<file path="src/rtl/sig_pkg.sv">
// Shared lamp codes and phase encodings for the junction phase scheduler.
package sig_pkg;

   localparam logic [1:0] RED    = 2'd0;
   localparam logic [1:0] YELLOW = 2'd1;
   localparam logic [1:0] GREEN  = 2'd2;

   typedef enum logic [2:0] {
      HG   = 3'd0,
      HY   = 3'd1,
      AR1  = 3'd2,
      WALK = 3'd3,
      CG   = 3'd4,
      CY   = 3'd5,
      AR2  = 3'd6
   } state_e;

endpackage

</file>
<file path="src/rtl/sig_phase_timer.sv">
// Phase dwell counter: synchronous clear, increments every cycle, holds at all-ones.
module sig_phase_timer #(
   parameter int CNT_W = 5
) (
   input  logic             clk,
   input  logic             srst,
   input  logic             clear_i,
   output logic [CNT_W-1:0] count_o
);

   logic [CNT_W-1:0] count_q;
   logic [CNT_W-1:0] count_d;

   always_comb begin
      count_d = count_q;
      if (clear_i) begin
         count_d = '0;
      end else if (count_q != '1) begin
         count_d = count_q + 1'b1;
      end
   end

   always_ff @(posedge clk) begin
      if (srst) begin
         count_q <= '0;
      end else begin
         count_q <= count_d;
      end
   end

   assign count_o = count_q;

endmodule

</file>
<file path="src/rtl/sig_phase_sched.sv">
// Highway/country junction phase scheduler with pedestrian walk phase.
// Moore outputs decoded from the state register; dwell times counted in clock cycles.
module sig_phase_sched
   import sig_pkg::*;
#(
   parameter int Y2R_CYC     = 3,
   parameter int R2G_CYC     = 2,
   parameter int MIN_GRN_CYC = 8,
   parameter int MAX_CNT_CYC = 16,
   parameter int WALK_CYC    = 6,
   parameter int CNT_W       = 5
) (
   input  logic       clk,
   input  logic       clr,
   input  logic       x,
   input  logic       ped_req,
   output logic [1:0] hwy,
   output logic [1:0] cntry,
   output logic       walk,
   output logic       ped_ack,
   output logic [2:0] state
);

   state_e           state_q;
   state_e           state_d;
   logic             pend_q;
   logic             pend_d;
   logic [CNT_W-1:0] tmr;

   // True on the last cycle of an n-cycle dwell.
   function automatic logic done(input logic [CNT_W-1:0] t, input int n);
      return t == CNT_W'(n - 1);
   endfunction

   sig_phase_timer #(.CNT_W(CNT_W)) u_timer (
      .clk     (clk),
      .srst    (clr),
      .clear_i (state_d != state_q),
      .count_o (tmr)
   );

   assign ped_ack = (state_q == WALK) && (tmr == '0);
   assign pend_d  = ped_req | (pend_q & ~ped_ack);

   always_comb begin
      state_d = state_q;
      case (state_q)
         HG:   if ((tmr >= CNT_W'(MIN_GRN_CYC - 1)) && (x || pend_q)) state_d = HY;
         HY:   if (done(tmr, Y2R_CYC)) state_d = AR1;
         AR1:  if (done(tmr, R2G_CYC)) state_d = pend_q ? WALK : CG;
         WALK: if (done(tmr, WALK_CYC)) state_d = x ? CG : AR2;
         CG:   if (!x || done(tmr, MAX_CNT_CYC)) state_d = CY;
         CY:   if (done(tmr, Y2R_CYC)) state_d = AR2;
         AR2:  if (done(tmr, R2G_CYC)) state_d = HG;
         default: state_d = HG;
      endcase
   end

   always_ff @(posedge clk) begin
      if (clr) begin
         state_q <= HG;
         pend_q  <= 1'b0;
      end else begin
         state_q <= state_d;
         pend_q  <= pend_d;
      end
   end

   // Unused encodings show all-red for the single cycle before HG.
   always_comb begin
      hwy   = RED;
      cntry = RED;
      walk  = 1'b0;
      case (state_q)
         HG:   hwy   = GREEN;
         HY:   hwy   = YELLOW;
         WALK: walk  = 1'b1;
         CG:   cntry = GREEN;
         CY:   cntry = YELLOW;
         default: ;
      endcase
   end

   assign state = state_q;

endmodule
</file>
<file path="config.mk">
export PLATFORM = sky130hd
export DESIGN_NAME = sig_phase_sched
export DESIGN_NICKNAME = d
export VERILOG_FILES = /design/src/rtl/sig_pkg.sv /design/src/rtl/sig_phase_timer.sv /design/src/rtl/sig_phase_sched.sv
export SDC_FILE = /design/constraint.sdc
export NUM_CORES = 1
export LEC_CHECK = 0
export CAP_MARGIN = 20
export CORE_MARGIN = 3
export CORE_UTILIZATION = 53
export DETAILED_ROUTE_END_ITERATION = 8
export PLACE_DENSITY = 0.89
export SLEW_MARGIN = 20
export SYNTH_ARGS = -nofsm -noshare
export SYNTH_HDL_FRONTEND = slang
export SYNTH_SLANG_ARGS = --single-unit
</file>
<file path="constraint.sdc">
create_clock -name clk -period 4 [get_ports clk]
set_clock_uncertainty 0.15 [all_clocks]
set_input_delay 0.6 -clock clk [delete_from_list [all_inputs] [get_ports clk]]
set_output_delay 0.6 -clock clk [all_outputs]
set_load 0.02 [all_outputs]
</file>
==> impl_metrics.ini, run 1 <==
[global_routing]
first_global_vias = 634
grt_usage_pct = 19.1
grt_pass1_wl_um = 2690
grt_antenna_before_repair = 0
grt_max_degree = 14
gr-total-overflow = 0

[detailed_routing]
totalWireLength_um = 1550
drc = 0
postRouteAntennaNets = 0
vias_per_cell = 6.11
first_iter_violations = 18
wl_per_cell_um = 14.9
drtPass1Iterations = 4
num_vias = 635

[cts]
clk_pin_slew_ns = 0.06
cts_max_path_buffers = 2
cts_setup_buffers = 0
cts_root_buffer = clkbuf_4
holdBufCountCts = 0
cts_tree = yes
clk_latency_ns = 0.25
cts_buffers = 3
clock-sinks = 9
cts-resized-gates = 0
htree_levels = 1

[pwr]
pwr-share-seq_pct = 50.5
power_uw = 203
p_per_area_nw_per_um2 = 246
switching_share_pct = 26.5
clkPwrFrac_pct = 32.9
p_leak_nw = 0.314
power_switching_uw = 53.6
ir_drop_v = 0.000216
p_int_uw = 149
combPwrFrac_pct = 16.7

[finish]
syn_to_final_growth_pct = 19.8
fin_util_pct = 71.4
nNetsFinal = 101
drive_gt1_share_pct = 12.2
diodes = 0
layout_commonest_cell = clkdlybuf4s50_1
final_cells = 104
final_cell_mix = clkdlybuf4s50_1 (12), dfxtp_1 (9), ha_1 (6), inv_1 (5)

[sta]
drv_slew = 0
hold_violations = 0
setup_violations = 0
slew_headroom_pct = 57.2
worst_pin_slew_ns = 0.633
rsz0062_at_grt = false
finalSetupTns_ns = 0
fin_crit_sh_pct = 66.5
fmax_mhz = 376
hold_slack_ns = 0.421
min_period_ns = 2.66

[synth]
async_flop_share_pct = 0
synth.avg_cell_area_um2 = 8.95
syn_nets = 87
ys_types = 38
synthTopCellsByArea = dfxtp_1 (26%), ha_1 (11%), a211oi_1 (4.4%)
synth_cells = 77
synth_ff_type = dfxtp_1
synthDominantCellAreaShare_pct = 26.1
ys_ff_latch = 9
synth_edf_count = 0
syn_area_um2 = 689
seq_area_frac_synth_pct = 26.1
yosysWarnings = 0
synth.largest_area_cell = dfxtp_1

[setup_path]
r2r-start = u_timer.count_o[0]
worst_ep_arrival_time_ns = 1.91
start_kind = flip-flop
crit_fanout = 13
crit_type = flip-flop to output port
required_ns = 3.25
r2r_end = u_timer.count_o[2]
regToRegSetupSlack_ns = 1.89
worstRegToRegCells = 7
cp-end-kind = output port
startpoint = state[0]
crit_end = ped_ack

[flow_run]
maxCapViolCount = 0

[placed_design]
gp_congestion = 0.867
dp.cells = 100
io_buffers = 12
dp_hpwl_um = 1190

[die]
core-area_um2 = 1160
rows = 12
die_w_um = 42.1
ioPinCount = 13
dieArea_um2 = 1770
initial_utilization_pct = 59.6
die_h_um = 42.1

[outcome]
outcome = completed

[min_path]
hp-class = flip-flop to flip-flop
-- power by group through the flow --
stage | Combinational (mW) | Clock (mW) | Sequential [mW]
floorplan | 0.0274 | 0 | 0.101
global placement | 0.0325 | 0 | 0.104
detailed placement | 0.0331 | 0 | 0.104
CTS | 0.0335 | 0.0690 | 0.102
global route | 0.0379 | 0.0724 | 0.103
finish | 0.0338 | 0.0667 | 0.102
-- cells by family after synthesis --
group                    after synthesis  synth area share, %
AND/OR/NAND/NOR                       31                 31.4
AO/OA/AOI/OAI                         19                 19.6
flip-flops                             9                 26.1
buffers and inverters                  8                 6.71
adder cells (fa/ha/maj)                6                 10.9
XOR/XNOR                               3                 3.81
multiplexers                           1                 1.45
-- sequential cells by signal, indices dropped and copies added, names as in the netlist --
| register | cells |
|---|---|
| u_timer.count_o | 5 |
| pend_q | 1 |
| state | 3 |
-- critical path: stages, from the launching register on --
cell and delay [ns]:
dfxtp_1 0.55, and3b_1 0.27, nand3_1 0.14, inv_1 0.09, clkdlybuf4s50_1 0.62
-- synth_stat cells, types with 2 or more instances --
cell type  n
o221ai_1   2
inv_1      5
ha_1       6
and2_1     2
nand4b_1   2
nand2_1    3
nor3b_1    2
o211ai_1   2
nand3_1    3
a211oi_1   4
o21ai_0    2
a31oi_1    2
buf_6      2
a21oi_1    4
and2b_1    2
xor2_1     2
nor3_1     3
dfxtp_1    9
-- metal layers --
metal | GRT usage (%) | wire length (µm)
met4 | 5.59 | 14
met5 | 0 | 0
met1 | 25.6 | 727
met2 | 31.2 | 712
met3 | 3.43 | 91
-- worst min path at each step --
| stage | start | end | cells past startpoint |
|---|---|---|---|
| after floorplan | pend_q | pend_q | 2 |
| after global placement | state[2] | state[2] | 2 |
| after detailed placement | pend_q | pend_q | 2 |
| after CTS | pend_q | pend_q | 2 |
| after global routing | pend_q | pend_q | 2 |
| final | pend_q | pend_q | 2 |
-- cell type report --
class	count	area, µm²
Inverter	5	18.8
Multi-Input combinational cell	60	463
Tap cell	14	17.5
Fill cell	90	330
Sequential cell	9	180
Clock buffer	4	26.3
Timing Repair Buffer	12	120
-- metrics by stage --
stage / cell area (µm²) / setup slack [ns]
after global routing: 826 / 1.21
after floorplan: 689 / 1.91
after detailed placement: 800 / 1.63
final: 826 / 1.34
after CTS: 826 / 1.36
after global placement: 800 / 1.70
(Power assumes the default switching activity.)
==> inputs of run 2 (changes only) <==
--- a/config.mk
+++ b/config.mk
@@ -7,9 +7,9 @@
 export LEC_CHECK = 0
 export CAP_MARGIN = 20
 export CORE_MARGIN = 3
-export CORE_UTILIZATION = 53
+export CORE_UTILIZATION = 49
 export DETAILED_ROUTE_END_ITERATION = 8
-export PLACE_DENSITY = 0.89
+export PLACE_DENSITY = 0.84
 export SLEW_MARGIN = 20
 export SYNTH_ARGS = -nofsm -noshare
 export SYNTH_HDL_FRONTEND = slang
==> constraint.sdc (replaced) <==
create_clock -name clk -period 2.7 [get_ports clk]
set_clock_uncertainty 0.15 [all_clocks]
set_input_delay 0.405 -clock clk [delete_from_list [all_inputs] [get_ports clk]]
set_output_delay 0.405 -clock clk [all_outputs]
set_load 0.02 [all_outputs]
==> impl_metrics.ini, run 2 (synthesis gave the netlist of run 1 again) <==
[sta]
min_period_ns = 2.47
finalSetupTns_ns = 0
setup_violations = 0
fmax_mhz = 405
slew_headroom_pct = 55.0
worst_pin_slew_ns = 0.665
drv_slew = 0
setup_ws_ns = 0.232
rsz0062_at_grt = false
fin_crit_sh_pct = 91.4
hold_violations = 0

[finish]
seq_area_um2 = 180
multi_input_area_um2 = 463
syn_to_final_growth_pct = 19.8
final_cell_mix = clkdlybuf4s50_1 (12), dfxtp_1 (9), ha_1 (6), inv_1 (5)
fin_area_um2 = 826
largest_register_ffs = 5
n_fill_cell = 111
nNetsFinal = 101
layout_commonest_cell = clkdlybuf4s50_1
diodes = 0
drive_gt1_share_pct = 12.2

[cts]
clk_latency_ns = 0.26
cts_tree = yes
clock-sinks = 9
cts-resized-gates = 0
cts_max_path_buffers = 2
cts_buffers = 3
holdBufCountCts = 0
cts_setup_buffers = 0
clk_pin_slew_ns = 0.06
cts_root_buffer = clkbuf_4
htree_levels = 1

[global_routing]
grt_pass1_wl_um = 2610
grt_usage_pct = 17.9
first_global_vias = 597
grt_max_degree = 14
gr-total-overflow = 0
grt_antenna_before_repair = 0

[detailed_routing]
num_vias = 657
first_iter_violations = 23
vias_per_cell = 6.32
postRouteAntennaNets = 0
drtPass1Iterations = 4
totalWireLength_um = 1530
drc = 0
wl_per_cell_um = 14.7

[flow_run]
maxCapViolCount = 0

[outcome]
outcome = completed

[die]
rows = 12
dieArea_um2 = 1890
ioPinCount = 13
initial_utilization_pct = 56.7
die_w_um = 43.5
core-area_um2 = 1220
die_h_um = 43.5

[setup_path]
crit_type = flip-flop to output port
crit_fanout = 13
cp-end-kind = output port
start_kind = flip-flop
required_ns = 2.14
worst_ep_arrival_time_ns = 1.91

[placed_design]
dp_hpwl_um = 1140
pre_cts_ws_ns = 0.527
gp_congestion = 0.841
placed_cell_area_um2 = 800
io_buffers = 12

[pwr]
p_leak_nw = 0.314
p_per_area_nw_per_um2 = 371
ir_drop_v = 0.000265

[min_path]
hp-class = flip-flop to flip-flop
## run 2: metrics by stage
step / cells / util, % / total power, mW / hold WS [ns]
4_1_cts: 104 / 67.9 / 0.307 / 0.427
3_5_place_dp: 100 / 65.7 / 0.204 / 0.412
3_3_place_gp: 100 / 65.7 / 0.202 / 0.394
6_report: 104 / 67.9 / 0.306 / 0.431
5_1_grt: 104 / 67.9 / 0.322 / 0.456
2_1_floorplan: 77 / - / 0.190 / 0.324
## run 2: layout make-up
cell class / instances / area share, %
sequential: 9 / 21.8
inverter: 5 / 2.27
timing repair buffer: 12 / 14.5
tap: 14 / 2.12
clock buffer: 4 / 3.18
multi-input combinational: 60 / 56.1
## run 2: worst paths after layout
path,startpoint,endpoint,slack [ns],cells past startpoint
max,state[0],cntry[0],0.23,3
min,pend_q,pend_q,0.43,2
max reg2reg,u_timer.count_o[0],u_timer.count_o[0],0.57,7
min reg2reg,pend_q,pend_q,0.43,2
## run 2: report_power, final
part           internal [mW]  switching [mW]  leakage, nW  total, mW
Sequential             0.140          0.0118       0.0735      0.152
Clock                 0.0569          0.0460       0.0150      0.103
Combinational         0.0249          0.0271        0.225     0.0520
Total                  0.222          0.0849        0.314      0.306
## run 2: routing by layer
layer | global-route usage (%) | up-vias | part of all wire [%]
met5 | 0 | - | 0
met1 | 24.0 | 299 | 45
li1 | - | 317 | -
met2 | 28.6 | 35 | 44
met4 | 5.42 | 0 | 1.2
met3 | 3.73 | 6 | 9.2
## run 2: worst max-delay path: stages (launching register included)
cell             delay (ns)
dfxtp_1                0.55
nor2b_1                0.34
and2_1                 0.17
clkdlybuf4s50_1        0.59
==> inputs of run 3 (changes only) <==
--- a/config.mk
+++ b/config.mk
@@ -6,7 +6,7 @@
 export NUM_CORES = 1
 export LEC_CHECK = 0
 export CAP_MARGIN = 20
-export CORE_MARGIN = 3
+export CORE_MARGIN = 1.5
 export CORE_UTILIZATION = 49
 export DETAILED_ROUTE_END_ITERATION = 8
 export PLACE_DENSITY = 0.84
==> impl_metrics.ini, run 3 (synthesis gave the netlist of run 1 again) <==
[detailed_routing]
vias_per_cell = 6.19
num_vias = 650
wl_per_cell_um = 15.2
drtPass1Iterations = 4
first_iter_violations = 18
drc = 0
totalWireLength_um = 1600
postRouteAntennaNets = 0

[sta]
finalSetupTns_ns = 0
slew_headroom_pct = 58.3
fin_crit_sh_pct = 91.7
hold_slack_ns = 0.443
setup_ws_ns = 0.223
drv_slew = 0
min_period_ns = 2.48
fmax_mhz = 404
worst_pin_slew_ns = 0.617
hold_violations = 0
setup_violations = 0
rsz0062_at_grt = false

[outcome]
outcome = completed

[global_routing]
gr-total-overflow = 0
grt_usage_pct = 22.5
grt_antenna_before_repair = 0
first_global_vias = 571
grt_pass1_wl_um = 2470
grt_max_degree = 14

[setup_path]
cp-end-kind = output port
r2r-start = u_timer.count_o[0]
required_ns = 2.14
start_kind = flip-flop
regToRegSetupSlack_ns = 0.56
crit_fanout = 13
r2r_end = u_timer.count_o[0]
worstRegToRegCells = 7
crit_type = flip-flop to output port
worst_ep_arrival_time_ns = 1.92

[cts]
cts_tree = yes
holdBufCountCts = 0
clock-sinks = 9
htree_levels = 1
clk_pin_slew_ns = 0.06
cts_root_buffer = clkbuf_4
clk_latency_ns = 0.25
cts_buffers = 3
cts_setup_buffers = 0
cts-resized-gates = 0
cts_max_path_buffers = 2

[placed_design]
placed_cell_area_um2 = 801
gp_congestion = 0.929
pre_cts_ws_ns = 0.523
io_buffers = 12
dp_hpwl_um = 1180

[finish]
final_cell_mix = clkdlybuf4s50_1 (12), dfxtp_1 (9), ha_1 (6), inv_1 (5)
fin_area_um2 = 827
syn_to_final_growth_pct = 20.0
nNetsFinal = 101
diodes = 0
drive_gt1_share_pct = 12.2
largest_register_ffs = 5
layout_commonest_cell = clkdlybuf4s50_1

[min_path]
min_from = u_timer.count_o[1]
holdPathStages = 2
hp-class = flip-flop to flip-flop
worstHoldEndpoint = u_timer.count_o[1]

[flow_run]
maxCapViolCount = 0

[pwr]
p_leak_nw = 0.314
power_uw = 306
ir_drop_v = 0.000294
p_per_area_nw_per_um2 = 370

[die]
core-area_um2 = 1300
rows = 13
dieArea_um2 = 1640
ioPinCount = 13
initial_utilization_pct = 53.0
die_h_um = 40.5
die_w_um = 40.5
## run 3: cell counts in the layout (fill, tap and decap cells not counted)
Identical to the previous run, type by type.
## run 3: per-stage QoR
| step | cells | utilization, % |
|---|---|---|
| 2_1_floorplan | 77 | - |
| 3_3_place_gp | 101 | 61.5 |
| 3_5_place_dp | 101 | 61.5 |
| 4_1_cts | 105 | 63.6 |
| 5_1_grt | 105 | 63.6 |
| 6_report | 105 | 63.6 |
## run 3: worst max-delay path by stage
stage	endpoint	start
after CTS	cntry[0]	state[0]
after global routing	cntry[0]	state[0]
after floorplan	u_timer.count_o[0]	state[2]
after global placement	cntry[0]	state[0]
final	cntry[0]	state[0]
after detailed placement	cntry[0]	state[0]
## run 3: critical path, cell delays in order (launching register included)
cell and delay [ns]:
dfxtp_1 0.57, nor2b_1 0.33, and2_1 0.17, clkdlybuf4s50_1 0.59
## run 3: power breakdown
part           internal, mW  switching (mW)
registers             0.140          0.0121
clock network        0.0568          0.0452
logic                0.0252          0.0273
## run 3: layer usage
metal  GRT usage [%]  up-vias  wire length [µm]
met5               0        -                 0
met3            2.78        2                98
met1            29.4      293               707
li1                -      318                 -
met2            35.3       37               775
met4            12.5        0                14
## run 3: area by class of cell
class,count,area [µm²]
multi-input combinational,60,463
inverter,5,18.8
fill,118,474
timing repair buffer,12,120
clock buffer,4,26.3
sequential,9,180
tap,15,18.8
